[src/rtl/perf_pkg.sv]
// Shared constants and helpers for the performance counter bank.
package perf_pkg;

    localparam int MODE_WRAP     = 0;
    localparam int MODE_SATURATE = 1;

    // Read-select width; a single-channel bank still gets a 1-bit select.
    function automatic int sel_width(input int n);
        return (n <= 1) ? 1 : $clog2(n);
    endfunction

endpackage

[src/rtl/perf_counter_cell.sv]
// One live event counter with a sticky overflow flag.
module perf_counter_cell
    import perf_pkg::*;
#(
    parameter int WIDTH    = 16,
    parameter int SATURATE = MODE_WRAP
) (
    input  logic             CLOCK,
    input  logic             RESET,
    input  logic             INIT,
    input  logic             INC,
    output logic [WIDTH-1:0] COUNT,
    output logic             OVF
);

    localparam logic [WIDTH-1:0] ONE = WIDTH'(1);

    logic at_max;
    assign at_max = &COUNT;

    always_ff @(posedge CLOCK or posedge RESET) begin
        if (RESET) begin
            COUNT <= '0;
            OVF   <= 1'b0;
        end else if (INIT) begin
            COUNT <= '0;
            OVF   <= 1'b0;
        end else if (INC) begin
            if (at_max) begin
                OVF <= 1'b1;
                // Saturating mode simply leaves COUNT at all-ones.
                if (SATURATE == MODE_WRAP)
                    COUNT <= '0;
            end else begin
                COUNT <= COUNT + ONE;
            end
        end
    end

endmodule

[src/rtl/perf_counter_bank.sv]
// Bank of CHANNELS event counters with an atomic shadow snapshot and registered read port.
module perf_counter_bank
    import perf_pkg::*;
#(
    parameter int CHANNELS = 4,
    parameter int WIDTH    = 16,
    parameter int SATURATE = MODE_WRAP,
    parameter int SEL_W    = sel_width(CHANNELS)
) (
    input  logic                CLOCK,
    input  logic                RESET,
    input  logic                INIT,
    input  logic [CHANNELS-1:0] EN,
    input  logic [CHANNELS-1:0] EVENT,
    input  logic                SNAP,
    input  logic [SEL_W-1:0]    RD_SEL,
    output logic [WIDTH-1:0]    RD_DATA,
    output logic [CHANNELS-1:0] OVF,
    output logic                SNAP_VALID
);

    logic [CHANNELS-1:0][WIDTH-1:0] live;
    logic [CHANNELS-1:0][WIDTH-1:0] shadow;
    logic [WIDTH-1:0]               rd_next;

    for (genvar i = 0; i < CHANNELS; i++) begin : g_cell
        perf_counter_cell #(
            .WIDTH    (WIDTH),
            .SATURATE (SATURATE)
        ) u_cell (
            .CLOCK (CLOCK),
            .RESET (RESET),
            .INIT  (INIT),
            .INC   (EN[i] & EVENT[i]),
            .COUNT (live[i]),
            .OVF   (OVF[i])
        );
    end

    // Selects beyond the last channel fall through to zero.
    always_comb begin
        rd_next = '0;
        for (int i = 0; i < CHANNELS; i++)
            if (32'(RD_SEL) == i)
                rd_next = shadow[i];
    end

    // Shadow samples pre-edge live values, so INIT/EVENT on the same edge are excluded.
    always_ff @(posedge CLOCK or posedge RESET) begin
        if (RESET) begin
            shadow     <= '0;
            RD_DATA    <= '0;
            SNAP_VALID <= 1'b0;
        end else begin
            if (SNAP)
                shadow <= live;
            RD_DATA    <= rd_next;
            SNAP_VALID <= SNAP_VALID | SNAP;
        end
    end

endmodule

[config.mk]
export PLATFORM = sky130hd
export DESIGN_NAME = perf_counter_bank
export DESIGN_NICKNAME = d
export VERILOG_FILES = /design/src/rtl/perf_pkg.sv /design/src/rtl/perf_counter_cell.sv /design/src/rtl/perf_counter_bank.sv
export SDC_FILE = /design/constraint.sdc
export NUM_CORES = 1
export LEC_CHECK = 0
export BUFFER_PORTS_ARGS = -buffer_cell sky130_fd_sc_hd__buf_2
export CAP_MARGIN = 10
export CORE_UTILIZATION = 60
export CTS_CLUSTER_SIZE = 10
export DETAILED_ROUTE_END_ITERATION = 12
export GPL_ROUTABILITY_DRIVEN = 0
export PLACE_DENSITY = 0.8
export RECOVER_POWER = 100
export SETUP_SLACK_MARGIN = 0.05
export SLEW_MARGIN = 20
export SYNTH_ARGS = -nofsm -noshare
export SYNTH_HDL_FRONTEND = slang
export SYNTH_SLANG_ARGS = --single-unit
export TNS_END_PERCENT = 5
[constraint.sdc]
create_clock -name CLOCK -period 11.7 [get_ports CLOCK]
set_clock_uncertainty 0.2 [all_clocks]
set_input_delay 0.585 -clock CLOCK [delete_from_list [all_inputs] [get_ports CLOCK]]
set_output_delay 0.585 -clock CLOCK [all_outputs]
set_load 0.01 [all_outputs]
==> metrics.cfg <==
[cells_and_area]
fin_nets=593
final_cells=724
antenna_cells=0
num-fill-cells=761
drive_above_1_share_pct=21.9
final_util_pct=68.4
area_delta_synth_final_pct=10.7

[routing]
ant_nets=0
wire_per_inst_um=19.3
vias=4466
firstDrtPassIters=4
vias_per_cell=6.17
drc=0
wirelength_um=14000
dr.first_iter.drc_count=313

[floorplan]
placeableCoreArea_um2=10800
ios=35
die_h_um=108
start_util_pct=61.7
dieArea_um2=11600
num_rows=38
fp.dieW_um=108

[synthesis]
yosysTopAreaCellShare_pct=55.7
synth_cell_types=49
synth_fa_ha_area_share_pct=0.748
synth_fp_nets=563
ys.flop_type=dfrtp_1
synth.area.mux_share_pct=17.4
async_reset_ff_share_pct=100
ys_warn_count=0
avgSynthCellArea_um2=12.3
yosysSeqAreaShare_pct=55.7
synth_top_family_by_area=multiplexers
syn_inst=545
synth_seq_cells=149
synth_edf_count=0
synth-simple-area-share_pct=13.3
yosysTopAreaCell=dfrtp_1
syn_area_um2=6690
synth_area_leaders=dfrtp_1, mux2_2, mux4_2, xnor2_1, nor2_1
synth_compound_area_share_pct=5.29
synthXorXnorAreaFrac_pct=5.10

[sta]
setup_viol=0
setup_tns_ps=0
hold_violations=0
hold_ws_ps=153
clock.fmax_mhz=178
setup_slack_ps=6080
tightest_slew_ps=3620
period_minus_slack_ps=5620
fin_crit_sh_pct=48.0
drv_slew=218
slew_headroom_pct=-141
rsz0062_at_grt=no

[setup_path]
startpoint_type=input pin
r2r-start=g_cell[3].u_cell.COUNT[0]$_DFFE_PP0P_
required_ps=11360
critical_path.max_fanout=83
crit_arrival_ps=5280
worstSetupPathType=input pin to asynchronous set/reset pin
crit_start=RESET
worstSetupEndpointType=asynchronous set/reset pin

[cts]
clock_latency_ps=530
postCtsHoldBufs=0
cts_resized=0
clk_pin_slew_worst_paths_ps=60
clock_path_buffers=2
cts_setup_buffers=0
cts-htree-levels=4
cts_root_buf=clkbuf_8
cts-buffers-inserted=17
numClockSinks=149
cts_tree=built

[global_routing]
track_usage_pct=26.8
antenna_found_initial=0
grt_pass1_wl_um=22800
grt_max_degree=84
grt_overflow=0
grt_pass1_vias=4355

[place]
place_ws_ps=9000
dpl.hpwl_um=9520
dp.cells=696
portBuffers=34

[run_status]
violations=max-capacitance violations, max-slew violations
outcome=complete, but fails checks

[power]
cellPowerDensity_nw_per_um2=144
ir_drop_mv=0.102
power.leakage_nw=3.21

[min_path]
hold_path.class=input pin to flip-flop
min_from=EVENT[1]

[job]
maxCapViolations=3

==> critical path, stage by stage <==
cell        delay, ps
buf_2             100
clkinvlp_2       1990
clkbuf_1         2540
==> per-layer routing <==
metal / GRT usage, % / share of wire (%)
met1: 36.0 / 45
met3: 7.38 / 5.1
met4: 9.30 / 2.1
met5: 0 / 0
met2: 42.2 / 48
==> through the flow <==
stage | power [mW] | instance area (um2)
finish | 1.06 | 7410
global route | 1.10 | 7410
CTS | 1.07 | 7480
detailed placement | 0.575 | 6950
global placement | 0.574 | 6950
floorplan | 0.562 | 6690
==> synthesized netlist by cell type, types with 2 or more instances <==
| master | number |
|---|---|
| a31oi_1 | 2 |
| or3_1 | 5 |
| nor4_2 | 2 |
| and4_1 | 3 |
| nand2_1 | 25 |
| o21ai_0 | 5 |
| o31ai_1 | 5 |
| o2111ai_1 | 4 |
| mux4_2 | 16 |
| buf_2 | 6 |
| xor2_1 | 9 |
| nor3b_1 | 2 |
| o21a_1 | 4 |
| or4_1 | 5 |
| or2_2 | 2 |
| inv_1 | 12 |
| nand3_1 | 21 |
| xnor2_1 | 30 |
| ha_1 | 4 |
| nand4_1 | 16 |
| mux2_2 | 65 |
| nor2_1 | 53 |
| buf_4 | 4 |
| nor4_1 | 14 |
| a21oi_1 | 23 |
| clkbuf_1 | 15 |
| mux2i_1 | 7 |
| dfrtp_1 | 149 |
| nand3b_1 | 2 |
| nor3_1 | 16 |
==> area by class of cell <==
type | instances | area (um2) | area share [%]
Clock buffer | 24 | 490 | 6.62
Clock inverter | 4 | 47.5 | 0.641
Inverter | 13 | 50.0 | 0.675
Multi-Input combinational cell | 357 | 2770 | 37.3
Sequential cell | 149 | 3730 | 50.3
Tap cell | 140 | 175 | 2.36
Timing Repair Buffer | 37 | 153 | 2.06
==> cell families after synthesis <==
logic type | after synthesis
mux | 88
compound gates | 53
buf+inv | 39
simple gates | 173
flops | 149
xor+xnor | 39
fa+ha+maj | 4
==> path summary, 6_finish.rpt <==
path,end,slack (ps),cells after the start
min reg2reg,SNAP_VALID$_DFF_PP0_,260,1
max in group CLOCK,shadow[44]$_DFFE_PP0P_,8160,3
min,g_cell[1].u_cell.COUNT[1]$_DFFE_PP0P_,150,3
max reg2reg,g_cell[3].u_cell.COUNT[9]$_DFFE_PP0P_,8910,5
max,g_cell[1].u_cell.COUNT[8]$_DFFE_PP0P_,6080,3
min in group asynchronous,shadow[4]$_DFFE_PP0P_,910,2
==> flip-flops by register name, indices dropped and copies added (netlist names) <==
register	flops
RD_DATA	16
g_cell.u_cell.COUNT	64
g_cell.u_cell.OVF	4
SNAP_VALID	1
shadow	64
==> power breakdown <==
group,leakage (nW),total (mW),switching (mW),internal [mW]
clock,0.265,0.498,0.193,0.305
combinational,0.879,0.0429,0.0300,0.0129
sequential,2.07,0.523,0.00359,0.519
total,3.21,1.06,0.227,0.837
==> placed cells by master, fill, tap and decap left out, types with 6 or more instances in the layout <==
master     instances
clkbuf_1          28
nor4_1            16
nand4_1           17
clkbuf_16         16
clkbuf_8           6
xnor2_1           30
nor2_1            53
a21oi_1           24
xor2_1             9
nand2_1           25
nor3_1            16
mux4_2            16
mux2_2            65
dfrtp_1          149
buf_2             11
nand3_1           21
inv_1             11
o31ai_1            6
mux2i_1            7
Note: power is estimated with default switching activity, not from simulation.
